===== src/rtl/pc_seq_ctrl_pkg.sv =====
// rtl/pc_seq_ctrl_pkg.sv - next-PC opcodes, sequencer states and redirect decode shared by pc_seq_ctrl
package pc_seq_ctrl_pkg;

    localparam logic [2:0] NPC_PLUS4  = 3'b000;
    localparam logic [2:0] NPC_BRANCH = 3'b001;
    localparam logic [2:0] NPC_JUMP   = 3'b010;
    localparam logic [2:0] NPC_JALR   = 3'b100;

    typedef enum logic [1:0] {
        PCC_ST_BOOT  = 2'd0,
        PCC_ST_RUN   = 2'd1,
        PCC_ST_WAIT  = 2'd2,
        PCC_ST_FLUSH = 2'd3
    } pcc_state_e;

    function automatic logic is_redirect(input logic valid, input logic [2:0] op, input logic taken);
        return valid & (((op == NPC_BRANCH) & taken) | (op == NPC_JUMP) | (op == NPC_JALR));
    endfunction

endpackage


===== src/rtl/npc_target_calc.sv =====
// rtl/npc_target_calc.sv - EX redirect target adder/mux with alignment check
// PC_ALIGN_TRAP_EN: misaligned targets go to TRAP_PC and raise misalign; otherwise low bits are cleared.
module npc_target_calc
    import pc_seq_ctrl_pkg::*;
#(
    parameter logic [31:0] TRAP_PC = 32'h0000_0100
) (
    input  logic [2:0]  op,
    input  logic [31:0] ex_pc,
    input  logic [31:0] imm,
    input  logic [31:0] aluout,
    output logic [31:0] target,
    output logic        misalign
);

    logic [31:0] raw;

    always_comb begin
        raw = (op == NPC_JALR) ? (aluout & ~32'h1) : (ex_pc + imm);
`ifdef PC_ALIGN_TRAP_EN
        misalign = (raw[1:0] != 2'b00);
`else
        misalign = 1'b0;
`endif
        target = misalign ? TRAP_PC : (raw & ~32'h3);
    end

endmodule


===== src/rtl/pc_seq_ctrl.sv =====
// rtl/pc_seq_ctrl.sv - IF-stage PC owner: sequential fetch, EX redirects, stalls, imem waits, flushes
// Optional PC_ALIGN_TRAP_EN enables the misaligned-target trap in npc_target_calc.
module pc_seq_ctrl
    import pc_seq_ctrl_pkg::*;
#(
    parameter logic [31:0] RESET_PC         = 32'h0000_0000,
    parameter logic [31:0] TRAP_PC          = 32'h0000_0100,
    parameter int          REDIRECT_BUBBLES = 1,
    parameter int          CNT_W            = 16
) (
    input  logic             clk,
    input  logic             rst,
    input  logic             stall_i,
    input  logic             ex_valid_i,
    input  logic [2:0]       ex_npc_op_i,
    input  logic             br_taken_i,
    input  logic [31:0]      ex_pc_i,
    input  logic [31:0]      ex_imm_i,
    input  logic [31:0]      ex_aluout_i,
    input  logic             imem_ready_i,
    output logic [31:0]      pc_o,
    output logic             fetch_valid_o,
    output logic             flush_ifid_o,
    output logic             flush_idex_o,
    output logic [CNT_W-1:0] redir_cnt_o,
    output logic             misalign_o
);

    localparam logic [1:0] BUBBLES = 2'(REDIRECT_BUBBLES);
    localparam pcc_state_e AFTER_REDIR = (REDIRECT_BUBBLES == 0) ? PCC_ST_RUN : PCC_ST_FLUSH;

    pcc_state_e       st_q, st_d;
    logic [31:0]      pc_q, pc_d, pend_pc_q, pend_pc_d, tgt;
    logic             pend_q, pend_d, pend_mis_q, pend_mis_d, tgt_mis;
    logic [1:0]       bub_q, bub_d;
    logic [CNT_W-1:0] cnt_q;
    logic             redirect, apply, apply_mis, drop;

    npc_target_calc #(.TRAP_PC(TRAP_PC)) u_target (
        .op       (ex_npc_op_i),
        .ex_pc    (ex_pc_i),
        .imm      (ex_imm_i),
        .aluout   (ex_aluout_i),
        .target   (tgt),
        .misalign (tgt_mis)
    );

    always_comb begin
        redirect      = is_redirect(ex_valid_i, ex_npc_op_i, br_taken_i);
        st_d          = st_q;
        pc_d          = pc_q;
        pend_pc_d     = pend_pc_q;
        pend_d        = pend_q;
        pend_mis_d    = pend_mis_q;
        bub_d         = bub_q;
        apply         = 1'b0;
        apply_mis     = 1'b0;
        drop          = 1'b0;
        fetch_valid_o = 1'b0;
        case (st_q)
            PCC_ST_BOOT: st_d = PCC_ST_RUN;
            PCC_ST_RUN: begin
                fetch_valid_o = 1'b1;
                if (redirect && imem_ready_i) begin
                    pc_d      = tgt;
                    apply     = 1'b1;
                    apply_mis = tgt_mis;
                    bub_d     = BUBBLES;
                    st_d      = AFTER_REDIR;
                end else if (redirect) begin
                    pend_pc_d  = tgt;
                    pend_mis_d = tgt_mis;
                    pend_d     = 1'b1;
                    st_d       = PCC_ST_WAIT;
                end else if (!imem_ready_i) begin
                    st_d = PCC_ST_WAIT;
                end else if (!stall_i) begin
                    pc_d = pc_q + 32'd4;
                end
            end
            PCC_ST_WAIT: begin
                fetch_valid_o = 1'b1;
                // The outstanding fetch must complete; a newer redirect replaces the older one.
                if (redirect) begin
                    pend_pc_d  = tgt;
                    pend_mis_d = tgt_mis;
                    pend_d     = 1'b1;
                end
                if (imem_ready_i) begin
                    if (pend_d) begin
                        pc_d      = pend_pc_d;
                        apply     = 1'b1;
                        apply_mis = pend_mis_d;
                        drop      = 1'b1;
                        pend_d    = 1'b0;
                        bub_d     = BUBBLES;
                        st_d      = AFTER_REDIR;
                    end else begin
                        if (!stall_i) pc_d = pc_q + 32'd4;
                        st_d = PCC_ST_RUN;
                    end
                end
            end
            PCC_ST_FLUSH: begin
                if (redirect) begin
                    pc_d      = tgt;
                    apply     = 1'b1;
                    apply_mis = tgt_mis;
                    bub_d     = BUBBLES;
                end else begin
                    bub_d = bub_q - 2'd1;
                    if (bub_q == 2'd1) st_d = PCC_ST_RUN;
                end
            end
            default: st_d = PCC_ST_BOOT;
        endcase
    end

    always_ff @(posedge clk or posedge rst) begin
        if (rst) begin
            st_q       <= PCC_ST_BOOT;
            pc_q       <= RESET_PC;
            pend_pc_q  <= 32'd0;
            pend_q     <= 1'b0;
            pend_mis_q <= 1'b0;
            bub_q      <= 2'd0;
            cnt_q      <= '0;
        end else begin
            st_q       <= st_d;
            pc_q       <= pc_d;
            pend_pc_q  <= pend_pc_d;
            pend_q     <= pend_d;
            pend_mis_q <= pend_mis_d;
            bub_q      <= bub_d;
            if (apply && (cnt_q != '1)) cnt_q <= cnt_q + CNT_W'(1);
        end
    end

    assign pc_o         = pc_q;
    assign flush_idex_o = (st_q != PCC_ST_BOOT) & redirect;
    assign flush_ifid_o = (st_q != PCC_ST_BOOT) & (redirect | drop);
    assign redir_cnt_o  = cnt_q;
    assign misalign_o   = apply_mis;

endmodule


===== config.mk =====
export PLATFORM = sky130hd
export DESIGN_NAME = pc_seq_ctrl
export DESIGN_NICKNAME = d
export VERILOG_FILES = /design/src/rtl/pc_seq_ctrl_pkg.sv /design/src/rtl/npc_target_calc.sv /design/src/rtl/pc_seq_ctrl.sv
export SDC_FILE = /design/constraint.sdc
export NUM_CORES = 1
export LEC_CHECK = 0
export BUFFER_PORTS_ARGS = -buffer_cell sky130_fd_sc_hd__buf_2
export CAP_MARGIN = 30
export CELL_PAD_IN_SITES_DETAIL_PLACEMENT = 1
export CELL_PAD_IN_SITES_GLOBAL_PLACEMENT = 2
export CORE_ASPECT_RATIO = 1.1
export CORE_MARGIN = 4
export CORE_UTILIZATION = 33
export CTS_BUF_LIST = sky130_fd_sc_hd__clkbuf_2
export CTS_CLUSTER_DIAMETER = 30
export CTS_CLUSTER_SIZE = 14
export DETAILED_ROUTE_END_ITERATION = 10
export PLACE_DENSITY_LB_ADDON = 0.1
export REMOVE_ABC_BUFFERS = 1
export SETUP_SLACK_MARGIN = 0.15
export SLEW_MARGIN = 30
export SYNTH_ARGS = -nofsm -noshare
export SYNTH_HDL_FRONTEND = slang
export SYNTH_HIERARCHICAL = 1
export SYNTH_SLANG_ARGS = --single-unit

===== constraint.sdc =====
create_clock -name clk -period 3.4 [get_ports clk]
set_input_delay 0.17 -clock clk [delete_from_list [all_inputs] [get_ports clk]]
set_output_delay 0.17 -clock clk [all_outputs]
set_load 0.1 [all_outputs]

After elaboration in Yosys (flattened, before gate mapping)

Cells that the tools add are included.

Flip-flop bits (word level): 86
Latch bits: 0
Bits in writable memories: 0
ROM bits: 0
Input port bits: 105
Output and inout port bits: 52
Logic and storage cells: 90
Memories kept: 0

Add/sub/neg operators: 4
$mul: 0
Div/mod/pow operators: 0
Magnitude comparators: 0
Equal/unequal tests: 18
Shifts and indexed selects: 0
Mux-type cells: 43
Bitwise logic cells: 7
Reductions and logical operators: 11

Operators by type and width:

| kind                  | count |
|---|---|
| $mux 32               | 10 |
| $pmux 32 s3           | 1 |
| $pmux 32 s2           | 1 |
| $add 32x3->32 const B | 1 |
| $add 32x32->32        | 1 |
| $mux 2                | 11 |
| $add 16x1->16 const B | 1 |
| $ne 16x16->1 const B  | 1 |
| $mux 1                | 15 |
| $ne 2x2->1 const B    | 7 |
| $pmux 2 s4            | 1 |
| $reduce_and 4->1      | 2 |
| $ne 3x3->1 const B    | 2 |
| $pmux 2 s3            | 1 |
| $reduce_and 5->1      | 1 |
| $and 1x1->1           | 4 |
| $eq 2x1->1 const B    | 2 |
| $eq 2x2->1 const B    | 2 |
| $ne 4x4->1 const B    | 1 |
| $pmux 1 s2            | 2 |
| $reduce_bool 2->1     | 2 |
| $eq 3x1->1 const B    | 1 |
| $eq 3x2->1 const B    | 1 |
| $eq 3x3->1 const B    | 1 |
| other kinds (8)       | 11 |

Longest topological paths before layout

Gate-level depths: netlist of the first run.

Depth after elaboration: 12
Gate-level depth with buffers: 13
Mapped depth without buffers: 12

Cells and area by module

Netlist of the first run, hierarchy kept.

Modules (own cells, without submodules):

| module          | times used | cells an instance | area each (um^2) | seq. area each (um^2) |
|---|---|---|---|---|
| pc_seq_ctrl     | 1          | 525               | 5,047.3          | 2,152.1 |
| npc_target_calc | 1          | 329               | 2,143.3          | 0.0 |

Least setup slack after synthesis of the first run

Ideal clock, no wire load.

Path kind: flip-flop to output port
Start: register st_q[0]
End: output port misalign_o
Arrival: 2,906 ps
Required time: 3,230 ps
Slack: 324 ps
Stages on the path, launching flop included: 8
Buffers on the path: 3
Path through: dfrtp_1 inv_1 ha_1 buf_2 clkbuf_1 clkbuf_1 nand3_1 o22ai_1

Longest elaborated chain between the ends: 2

RTL lines:

| what                   | RTL line           | RTL |
|---|---|---|
| from (decl)            | pc_seq_ctrl.sv:32  | `pcc_state_e st_q, st_d;` |
| from (signal assigned) | pc_seq_ctrl.sv:129 | `st_q <= st_d;` |
| $eq 2x2->1             | pc_seq_ctrl.sv:60  | `case (st_q)` |
| $mux 1                 | -                  |  |
| to (decl)              | pc_seq_ctrl.sv:26  | `output logic misalign_o` |

Every way passes these cells.

Final worst setup path of the first run

Start: input port ex_pc_i[4]
End: register pc_q[23], in the netlist pc_o[23]

Longest elaborated chain between the ends: 6
Elaborated cells on any way between the ends: 8
Those cells by class: add/sub (1); mux (7)

RTL lines:

| what                 | RTL line              | RTL |
|---|---|---|
| from (decl)          | pc_seq_ctrl.sv:17     | `input logic [31:0] ex_pc_i,` |
| $add 32x32->32 (*)   | npc_target_calc.sv:19 | `raw = (op == NPC_JALR) ? (aluout & ~32'h1) : (ex_pc + imm);` |
| $mux 32 (*)          | npc_target_calc.sv:19 |  |
| net tgt[23]          | pc_seq_ctrl.sv:33     | `logic [31:0] pc_q, pc_d, pend_pc_q, pend_pc_d, tgt;` |
| $mux 32              | pc_seq_ctrl.sv:84     | `if (redirect) begin` |
| $mux 32              | pc_seq_ctrl.sv:90     | `if (pend_d) begin` |
| $mux 32              | pc_seq_ctrl.sv:89     | `if (imem_ready_i) begin` |
| $pmux 32 s3 (*)      | pc_seq_ctrl.sv:60     |  |
| to (signal assigned) | pc_seq_ctrl.sv:130    | `pc_q <= pc_d;` |
| to (decl)            | pc_seq_ctrl.sv:33     |  |

Mark *: on every way through the listed nets, which the timed path passes. The rest lies on a longest branch. The select of a mux whose other input is x is not followed.
A chain may end at the register's enable or synchronous reset.

==> impl_metrics.py, run 1 <==
metrics = {
    "placed_design": {
        "portBuffers": 154,
        "post-place-cells": 1271,
        "hpwl_um": 19200,
        "dpl_cell_area_mm2": 0.00825,
        "gp_congestion": 0.808,
    },
    "synthesis": {
        "synth_area_leaders": "dfrtp_1 30%, a21oi_1 6.8%, ha_1 6.4%, mux2_1 4.7%, o21ai_0 4.2%",
        "synth_edf_count": 0,
        "yosysTopAreaCellShare_pct": 29.9,
        "synth_cells": 854,
        "synth_top_family_by_area": "compound AO/OA/AOI/OAI gates",
        "synth_warnings": 6,
        "postSynthAreaPerCell_um2": 8.42,
        "async_flop_share_pct": 100,
        "netlist-cell-type-count": 88,
        "synth_compound_area_share_pct": 28.3,
        "synth_fa_ha_area_share_pct": 6.44,
        "yosysSeqAreaShare_pct": 29.9,
        "synthMuxAreaShare_pct": 5.90,
        "yosysMostFrequentCell": "a21oi_1",
        "synth_largest_area_cell": "dfrtp_1",
        "synthTopCellsByCount": "98 x a21oi_1, 86 x dfrtp_1, 72 x nor2_1",
        "ys_ff_latch": 86,
        "post_synth_and_or_nand_nor_area_fraction_pct": 19.4,
        "syn_area_mm2": 0.00719,
        "synth_xor_area_share_pct": 5.12,
        "synth_flop_cell": "dfrtp_1",
    },
    "floorplan": {
        "core_area_mm2": 0.0214,
        "die_w_um": 149,
        "initial_core_util_pct": 33.6,
        "io_pins": 157,
        "num_rows": 56,
        "dieArea_mm2": 0.0242,
        "fp.dieH_um": 163,
    },
    "clock_network": {
        "clockRootBuffer": "clkbuf_2",
        "cts_made_buffers": 9,
        "cts_tree": "yes",
        "cts_max_level": 3,
        "postCtsSetupBuffers": 0,
        "ctsResizeCount": 0,
        "clk_path_buf_depth": 2,
        "clk_latency_ns": 0.57,
        "clk_pin_slew_ns": 0.27,
        "cts_num_sinks": 86,
    },
    "route": {
        "drc": 0,
        "routed_via_density": 5.44,
        "firstDrtPassIters": 4,
        "wirelength_um": 24900,
        "ant_nets": 0,
        "post_drt_wl_per_cell_um": 19.2,
        "vias": 7042,
        "drt_iter0_markers": 211,
    },
    "power_and_ir_drop": {
        "power.density_mw_per_mm2": 798,
        "power.leakage_nw": 3.71,
        "ir_drop_v": 0.000716,
    },
    "sta": {
        "setup_violations": 0,
        "rsz0062_at_grt": "no",
        "fin_crit_sh_pct": 75.5,
        "setup_tns_ns": 0,
        "skew_ns": 0.0417,
        "period_minus_slack_ns": 2.57,
        "max_clock_freq_mhz": 390,
        "worst_pin_slew_ns": 0.820,
        "hold_viol": 0,
        "relSlewSlack_pct": 45.4,
        "slew_violations": 0,
    },
    "worst_setup_path": {
        "critPathKind": "in -> reg",
        "critPathLaunch": "ex_pc_i[4]",
        "cp_max_fo": 5,
        "crit_path_max_incr_delay_ns": 0.39,
        "crit_slowest_cell": "o32ai_4",
        "cp.required_ns": 3.85,
        "r2r-end": "pc_o[3]",
        "r2r_slack_ns": 0.88,
        "r2r_start": "st_q[1]",
        "path_cells": "buf_2 -> ha_1 -> a211oi_1 -> nor2_1 -> o32ai_4 -> o21ai_2 -> a21boi_1 -> o211a_1 -> o41ai_1 -> buf_4 -> and3_1 -> a221oi_2 -> o22ai_1 -> a211o_1",
        "cp.arrival_ns": 3.02,
        "worst_setup_path_start_kind": "input pin",
        "end_kind": "flop",
        "cp_top_family": "compound AO/OA/AOI/OAI gates",
        "r2r_cells": 9,
        "crit_buf_inv": 2,
    },
    "layout": {
        "regArea_mm2": 0.00215,
        "fin_area_mm2": 0.00844,
        "final_core_util_pct": 39.5,
        "instances_no_fill": 1295,
        "fillerInstances": 2618,
        "final_nets": 1141,
        "layout-drive-gt1-share_pct": 23.6,
        "multi_input_area_mm2": 0.00470,
        "area_growth_pct": 17.4,
    },
    "min_path": {
        "hold_end": "pend_pc_q[6]",
        "whs_path_depth": 4,
        "holdCritStartpoint": "ex_aluout_i[6]",
        "hold_class": "in -> reg",
    },
    "grt": {
        "grt_pass1_vias": 7239,
        "grt_max_degree": 45,
        "overflow": 0,
        "grt_use_total_pct": 20.2,
        "antenna_found_initial": 2,
        "grt_pass1_wl_um": 39500,
    },
    "job": {
        "cap_viol_max_count": 0,
    },
    "run_status": {
        "status": "finished clean",
    },
}
-- metal layers --
metal | routed length, um | GRT usage (%)
met1 | 11700 | 27.6
met2 | 12100 | 35.2
met3 | 913 | 2.00
met4 | 243 | 3.66
met5 | 0 | 0
-- timing repair --
action | 4_1_cts | 5_1_grt
setup endpoints to repair | 0 | 0
hold buffers | 7 | 0
hold endpoints to repair | 39 | 0
-- layout by cell type, fill, tap and decap left out, types with 4 or more instances in the layout --
cell type        n
buf_2          154
a21oi_1         98
dfrtp_1         86
nor2_1          72
nand2_1         64
o21ai_0         61
ha_1            37
mux2_1          30
nand3_1         27
buf_4           27
xnor2_1         26
nand4_1         25
and3_1          18
inv_1           16
xor2_1          16
a21o_1          16
o21ai_1         14
o21a_1          13
a31oi_1         13
nor3_1          13
a221oi_1        12
or3_1           10
clkbuf_2         9
and2_1           8
a22o_1           7
dlygate4sd3_1    7
o31ai_1          6
o22ai_1          6
and4_1           5
mux2_2           5
nand2b_1         5
a211oi_1         5
a222oi_1         4
-- area by class of cell --
class | count | area share (%)
multi-input cells | 697 | 55.7
inverters | 17 | 0.771
clock inverters | 7 | 0.845
clock buffers | 9 | 0.533
well taps | 290 | 4.30
diodes | 1 | 0.0296
flip-flops and latches | 86 | 25.5
repair buffers | 188 | 12.4
-- through the flow --
step,setup slack [ns],hold slack (ns),total power [W]
2_1_floorplan,0.419,0.366,0.00504
3_3_place_gp,0.279,0.266,0.00616
3_5_place_dp,0.235,0.266,0.00622
4_1_cts,0.822,0.00168,0.00681
5_1_grt,0.641,0.00644,0.00722
6_report,0.834,0.0365,0.00674
-- state kept, by name, indices dropped and copies added (netlist names) --
name / cells
pc_o: 32
pend_q: 1
pend_mis_q: 1
bub_q: 2
st_q: 2
pend_pc_q: 32
redir_cnt_o: 16
-- power breakdown --
group          internal (W)  switching [W]
clock network      0.000171       0.000398
logic               0.00120        0.00310
registers           0.00144       0.000431
-- worst reg2reg max path: cells and delay by family (launching register included) --
family,cells,cell delay (ns)
AND/OR/NAND/NOR,2,0.33
buffers and inverters,2,0.41
AO/OA/AOI/OAI,3,0.81
flip-flops,1,0.45
multiplexers,1,0.22
adder cells (fa/ha/maj),1,0.25
-- how the worst max path moves through the flow --
| stage | endpoint | slack (ns) | depth (start not counted) |
|---|---|---|---|
| 2_1_floorplan | misalign_o | 0.42 | 4 |
| 3_3_place_gp | pc_o[23] | 0.28 | 14 |
| 3_5_place_dp | pc_o[20] | 0.23 | 12 |
| 4_1_cts | pc_o[3] | 0.82 | 7 |
| 5_1_grt | pc_o[20] | 0.64 | 12 |
| 6_report | pc_o[23] | 0.83 | 14 |
-- cells by family (layout without fill, tap and decap cells) --
kind of cell    Yosys count  in the layout
flops                    86             86
compound gates          304            304
other cells               1              4
xor+xnor                 42             42
buf+inv                  73            221
mux                      38             38
fa+ha+maj                37             37
simple gates            273            273
Note: power is estimated with default switching activity, not from simulation.
==> run 2, diff against run 1 <==
--- a/config.mk
+++ b/config.mk
@@ -11,7 +11,7 @@
 export CELL_PAD_IN_SITES_GLOBAL_PLACEMENT = 2
 export CORE_ASPECT_RATIO = 1.1
 export CORE_MARGIN = 4
-export CORE_UTILIZATION = 33
+export CORE_UTILIZATION = 30
 export CTS_BUF_LIST = sky130_fd_sc_hd__clkbuf_2
 export CTS_CLUSTER_DIAMETER = 30
 export CTS_CLUSTER_SIZE = 14
==> constraint.sdc (replaced) <==
create_clock -name clk -period 2.1 [get_ports clk]
set_input_delay 0.105 -clock clk [delete_from_list [all_inputs] [get_ports clk]]
set_output_delay 0.105 -clock clk [all_outputs]
set_load 0.1 [all_outputs]
==> run 2 against run 1 <==
Compared with the run above:
- flip-flop and latch count is the same
- worst setup slack lost 0.81 ns
- die area grew 9.5%
- worst hold slack lost 0.037 ns
- the run now ends with negative hold slack left
- highest routed layer unchanged
==> impl_metrics.py, run 2 (synthesis results as in run 1) <==
metrics = {
    "sta": {
        "rsz0062_at_grt": "yes",
        "fin_crit_sh_pct": 98.7,
        "worst_slack_ns": 0.0272,
        "period_minus_slack_ns": 2.07,
        "slew_violations": 0,
        "relSlewSlack_pct": 55.9,
        "max_clock_freq_mhz": 482,
        "worst_pin_slew_ns": 0.655,
        "hold_viol": 1,
        "setup_violations": 0,
        "whs_ns": -0.000349,
        "skew_ns": 0.0279,
        "setup_tns_ns": 0,
    },
    "worst_setup_path": {
        "r2r_slack_ns": 0.05,
        "end_kind": "flop",
        "r2r-end": "pc_o[28]",
        "crit_slowest_cell": "a2111oi_4",
        "r2r_start": "pc_o[13]",
        "critPathKind": "in -> reg",
        "cp_max_fo": 3,
        "cp.required_ns": 2.59,
        "crit_path_max_incr_delay_ns": 0.38,
        "critPathLaunch": "ex_pc_i[5]",
        "path_cells": "buf_6 -> ha_4 -> buf_6 -> nand3_2 -> nor2_4 -> a221oi_2 -> buf_4 -> buf_6 -> a2111oi_4 -> buf_4 -> nor2_2 -> and4b_1 -> nand3b_1 -> a221oi_2 -> nor2_1",
        "worst_setup_path_start_kind": "input pin",
        "r2r_cells": 8,
        "crit_top_cell": "buf_6",
        "cp.arrival_ns": 2.57,
    },
    "power_and_ir_drop": {
        "switching_share_pct": 54.0,
        "finalPower_w": 0.0141,
        "seqPwrFrac_pct": 20.6,
        "switching_power_w": 0.00759,
        "power.leakage_nw": 5.16,
        "ir_drop_v": 0.000947,
        "power.density_mw_per_mm2": 1200,
        "p_clk_share_pct": 6.0,
        "p_int_w": 0.00647,
        "power_frac_comb_pct": 73.4,
    },
    "layout": {
        "area_growth_pct": 62.4,
        "regArea_mm2": 0.00215,
        "fillerInstances": 2788,
        "layout-drive-gt1-share_pct": 48.7,
        "final_nets": 1375,
        "multi_input_area_mm2": 0.00570,
        "layout_common_cells": "199 x buf_4, 141 x buf_2, 84 x dfrtp_1",
        "final_common_cell": "buf_4",
    },
    "floorplan": {
        "num_rows": 59,
        "initial_core_util_pct": 30.4,
        "die_w_um": 156,
        "fp.dieH_um": 170,
        "core_area_mm2": 0.0236,
        "dieArea_mm2": 0.0265,
        "io_pins": 157,
    },
    "min_path": {
        "whs_path_depth": 4,
        "holdCritStartpoint": "ex_aluout_i[25]",
        "hold_class": "in -> reg",
        "hold_end": "pend_pc_q[25]",
    },
    "grt": {
        "grt_pass1_vias": 8603,
        "overflow": 0,
        "grt_pass1_wl_um": 45900,
        "antenna_found_initial": 1,
        "grt_use_total_pct": 21.3,
        "grt_max_degree": 65,
    },
    "placed_design": {
        "post-place-ws_ns": -0.895,
        "portBuffers": 154,
        "hpwl_um": 21900,
        "gp_congestion": 0.848,
    },
    "clock_network": {
        "clk_path_buf_depth": 2,
        "cts_num_sinks": 86,
        "cts_tree": "yes",
        "clockRootBuffer": "clkbuf_2",
        "clk_latency_ns": 0.59,
        "cts_made_buffers": 9,
        "cts_max_level": 3,
        "clk_pin_slew_ns": 0.25,
    },
    "job": {
        "cap_viol_max_count": 0,
    },
    "route": {
        "firstDrtPassIters": 4,
        "routed_via_density": 5.29,
        "wirelength_um": 30100,
        "ant_nets": 0,
        "drc": 0,
        "vias": 8162,
        "drt_iter0_markers": 263,
        "post_drt_wl_per_cell_um": 19.5,
    },
    "run_status": {
        "violations": "negative hold slack",
        "status": "finished, violations left",
    },
}
## run 2: changes by cell type in the layout (fill, tap and decap cells not counted), moves of 17 or more
cell,before,now
buf_4,27,199
buf_6,0,39
a21oi_1,98,69
a21oi_2,1,27
o21ai_0,61,35
buf_12,0,17
## run 2: area by class of cell
class                      instances  share of cell area (%)
clock buffer                       9                   0.386
tap                              305                    3.27
sequential                        86                    18.4
clock inverter                     7                   0.482
timing repair buffer             421                    28.1
multi-input combinational        698                    48.8
inverter                          17                   0.557
antenna                            1                  0.0214
## run 2: per-stage QoR
step / area [um2] / std cells / hold slack (ns) / util [%]
final: 11700 / 1544 / -0.000349 / 49.4
after global routing: 11700 / 1544 / 0.000622 / 49.4
after CTS: 10800 / 1520 / 0.00111 / 45.8
after detailed placement: 9650 / 1451 / 0.127 / 40.9
after global placement: 9650 / 1451 / 0.127 / 40.9
after floorplan: 6910 / 800 / 0.301 / -
## run 2: worst max-delay path: cells and delay by family
family | cells | cell delay, ns
simple gates | 6 | 0.77
compound gates | 3 | 0.75
buf+inv | 5 | 0.65
fa+ha+maj | 1 | 0.28
## run 2: power by group through the flow
| stage | Clock [W] | Combinational, W | Sequential [W] |
|---|---|---|---|
| final | 0.000839 | 0.0103 | 0.00290 |
| after global routing | 0.000949 | 0.0109 | 0.00301 |
| after CTS | 0.000878 | 0.00910 | 0.00283 |
| after detailed placement | 0 | 0.00813 | 0.00287 |
| after global placement | 0 | 0.00805 | 0.00284 |
| after floorplan | 0 | 0.00302 | 0.00515 |
## run 2: repair_timing
action | 4_1_cts | 5_1_grt
gates resized for setup | 117 | 159
endpoints found under the setup margin | 60 | 77
hold buffers | 18 | 0
endpoints found under the hold margin | 104 | 0
buffers inserted | 31 | 22
cloned | 4 | 1
pin swaps | 45 | 52
## run 2: metal layers
metal / part of all wire, % / track usage, %
met2: 51 / 38.4
met1: 43 / 27.2
met3: 3.8 / 2.34
met4: 2.0 / 5.44
met5: 0 / 0
## run 2: worst max path at each step
stage | to | cells past startpoint
after floorplan | pc_o[21] | 7
after global placement | pc_o[22] | 14
after detailed placement | pc_o[23] | 14
after CTS | pc_o[24] | 14
after global routing | pc_o[24] | 7
final | pc_o[24] | 15
==> run 3, diff against run 2 <==
--- a/config.mk
+++ b/config.mk
@@ -6,16 +6,17 @@
 export NUM_CORES = 1
 export LEC_CHECK = 0
 export BUFFER_PORTS_ARGS = -buffer_cell sky130_fd_sc_hd__buf_2
-export CAP_MARGIN = 30
+export CAP_MARGIN = 20
 export CELL_PAD_IN_SITES_DETAIL_PLACEMENT = 1
 export CELL_PAD_IN_SITES_GLOBAL_PLACEMENT = 2
 export CORE_ASPECT_RATIO = 1.1
-export CORE_MARGIN = 4
+export CORE_MARGIN = 10
 export CORE_UTILIZATION = 30
 export CTS_BUF_LIST = sky130_fd_sc_hd__clkbuf_2
 export CTS_CLUSTER_DIAMETER = 30
 export CTS_CLUSTER_SIZE = 14
 export DETAILED_ROUTE_END_ITERATION = 10
+export GPL_ROUTABILITY_DRIVEN = 0
 export PLACE_DENSITY_LB_ADDON = 0.1
 export REMOVE_ABC_BUFFERS = 1
 export SETUP_SLACK_MARGIN = 0.15
==> run 3 against run 2 <==
Compared with the run above:
- power shrank 6.9%
- critical path type unchanged
- first-iteration DRC count grew 6.5%
- the run now ends clean
- count of clock-buffer cells in the layout is the same
- critical path depth shrank 3
- clock skew grew 0.039 ns
==> impl_metrics.py, run 3 (synthesis results as in run 1) <==
metrics = {
    "run_status": {
        "status": "finished clean",
    },
    "route": {
        "drc": 0,
        "post_drt_wl_per_cell_um": 19.8,
        "firstDrtPassIters": 4,
        "wirelength_um": 30400,
        "ant_nets": 0,
        "vias": 8036,
        "routed_via_density": 5.25,
        "drt_iter0_markers": 280,
    },
    "sta": {
        "hold_viol": 0,
        "worst_slack_ns": 0.0396,
        "setup_violations": 0,
        "skew_ns": 0.0665,
        "worst_pin_slew_ns": 0.512,
        "fin_crit_sh_pct": 98.1,
        "setup_tns_ns": 0,
        "relSlewSlack_pct": 65.9,
        "max_clock_freq_mhz": 485,
        "rsz0062_at_grt": "yes",
        "period_minus_slack_ns": 2.06,
        "slew_violations": 0,
    },
    "floorplan": {
        "num_rows": 59,
        "initial_core_util_pct": 30.4,
        "core_area_mm2": 0.0236,
        "die_w_um": 168,
        "io_pins": 157,
        "dieArea_mm2": 0.0306,
        "fp.dieH_um": 182,
    },
    "grt": {
        "antenna_found_initial": 1,
        "grt_use_total_pct": 19.0,
        "grt_max_degree": 87,
        "grt_pass1_vias": 8776,
        "overflow": 0,
        "grt_pass1_wl_um": 48000,
    },
    "min_path": {
        "hold_class": "in -> reg",
        "hold_end": "pend_pc_q[18]",
        "holdCritStartpoint": "ex_aluout_i[18]",
        "whs_path_depth": 5,
    },
    "clock_network": {
        "clk_latency_ns": 0.59,
        "clk_path_buf_depth": 2,
        "cts_max_level": 3,
        "clockRootBuffer": "clkbuf_2",
        "cts_tree": "yes",
        "clk_pin_slew_ns": 0.26,
        "cts_num_sinks": 86,
        "cts_made_buffers": 9,
    },
    "placed_design": {
        "portBuffers": 154,
        "post-place-cells": 1455,
        "dpl_cell_area_mm2": 0.00971,
        "post-place-ws_ns": -0.944,
        "hpwl_um": 22400,
    },
    "worst_setup_path": {
        "r2r-end": "pc_o[23]",
        "r2r_cells": 8,
        "r2r_start": "pc_o[13]",
        "cp.arrival_ns": 2.55,
        "cp.required_ns": 2.59,
        "worst_setup_path_start_kind": "input pin",
        "cp_max_fo": 8,
        "end_kind": "flop",
        "r2r_slack_ns": 0.07,
        "critPathKind": "in -> reg",
    },
    "power_and_ir_drop": {
        "power.leakage_nw": 5.01,
        "power.density_mw_per_mm2": 1170,
        "ir_drop_v": 0.00121,
    },
    "layout": {
        "instances_no_fill": 1532,
        "fin_area_mm2": 0.0112,
        "final_nets": 1364,
        "layout_common_cells": "207 x buf_4, 149 x buf_2, 86 x dfrtp_1",
        "layout-drive-gt1-share_pct": 43.9,
        "area_growth_pct": 55.2,
        "final_common_cell": "buf_4",
        "final_core_util_pct": 47.2,
    },
    "job": {
        "cap_viol_max_count": 0,
    },
}
run 3: cell count changes in the layout (fill, tap and decap cells not counted), sizes merged:
| cell | change |
|---|---|
| clkinvlp | -1 |
| dlygate4sd3 | +3 |
| inv | +1 |
| buf | -14 |
| clkbuf | -2 |
| o21a | +1 |
| bufbuf | +1 |
| clkinv | -1 |
run 3: final cells by class:
type	instances	area [um2]
fillers	2823	12500
flip-flops and latches	86	2150
well taps	305	382
clock inverters	6	45.0
multi-input cells	699	5410
repair buffers	409	3060
clock buffers	9	45.0
inverters	17	65.1
diodes	1	2.50
run 3: metrics by stage:
step	power, W	hold WS [ns]
2_1_floorplan	0.00817	0.301
3_3_place_gp	0.0110	0.258
3_5_place_dp	0.0111	0.259
4_1_cts	0.0128	0.0111
5_1_grt	0.0139	0.00247
6_report	0.0131	0.0638
run 3: critical path, stage by stage:
cell and delay, ns:
buf_2 0.10, ha_1 0.43, o21ai_0 0.13, o21bai_1 0.31
a21oi_1 0.11, a21boi_2 0.18, o211a_1 0.23, o41ai_4 0.37
and3_1 0.25, a221oi_2 0.04, o22ai_1 0.16, a211o_1 0.12
run 3: worst max path at each step:
stage                      startpoint       end
after floorplan               st_q[0]  pc_o[21]
after global placement     ex_pc_i[2]  pc_o[20]
after detailed placement   ex_pc_i[5]  pc_o[23]
after CTS                     st_q[0]   pc_o[4]
after global routing      ex_pc_i[22]  pc_o[27]
final                     ex_pc_i[18]  pc_o[23]
run 3: per-layer routing:
layer,vias to the layer above,part of all wire [%],global-route usage (%),routed length (um)
li1,3926,-,-,-
met1,3947,44,23.7,13400
met2,139,51,33.8,15400
met3,24,3.6,2.73,1090
met4,0,1.7,4.08,507
met5,-,0,0,0
run 3: what timing repair did:
| action | in CTS | in global routing |
|---|---|---|
| pin swaps | 34 | 27 |
| buffers inserted | 26 | 9 |
| gates cloned | 4 | 1 |
| endpoints found under the setup margin | 72 | 71 |
| hold buffers | 21 | 0 |
| resized for setup | 106 | 61 |
| hold endpoints to repair | 113 | 0 |
run 3: power breakdown:
part / leakage, nW / switching (W) / internal (W)
combinational: 3.92 / 0.00604 / 0.00343
sequential: 1.05 / 0.000479 / 0.00233
clock: 0.0528 / 0.000652 / 0.000158
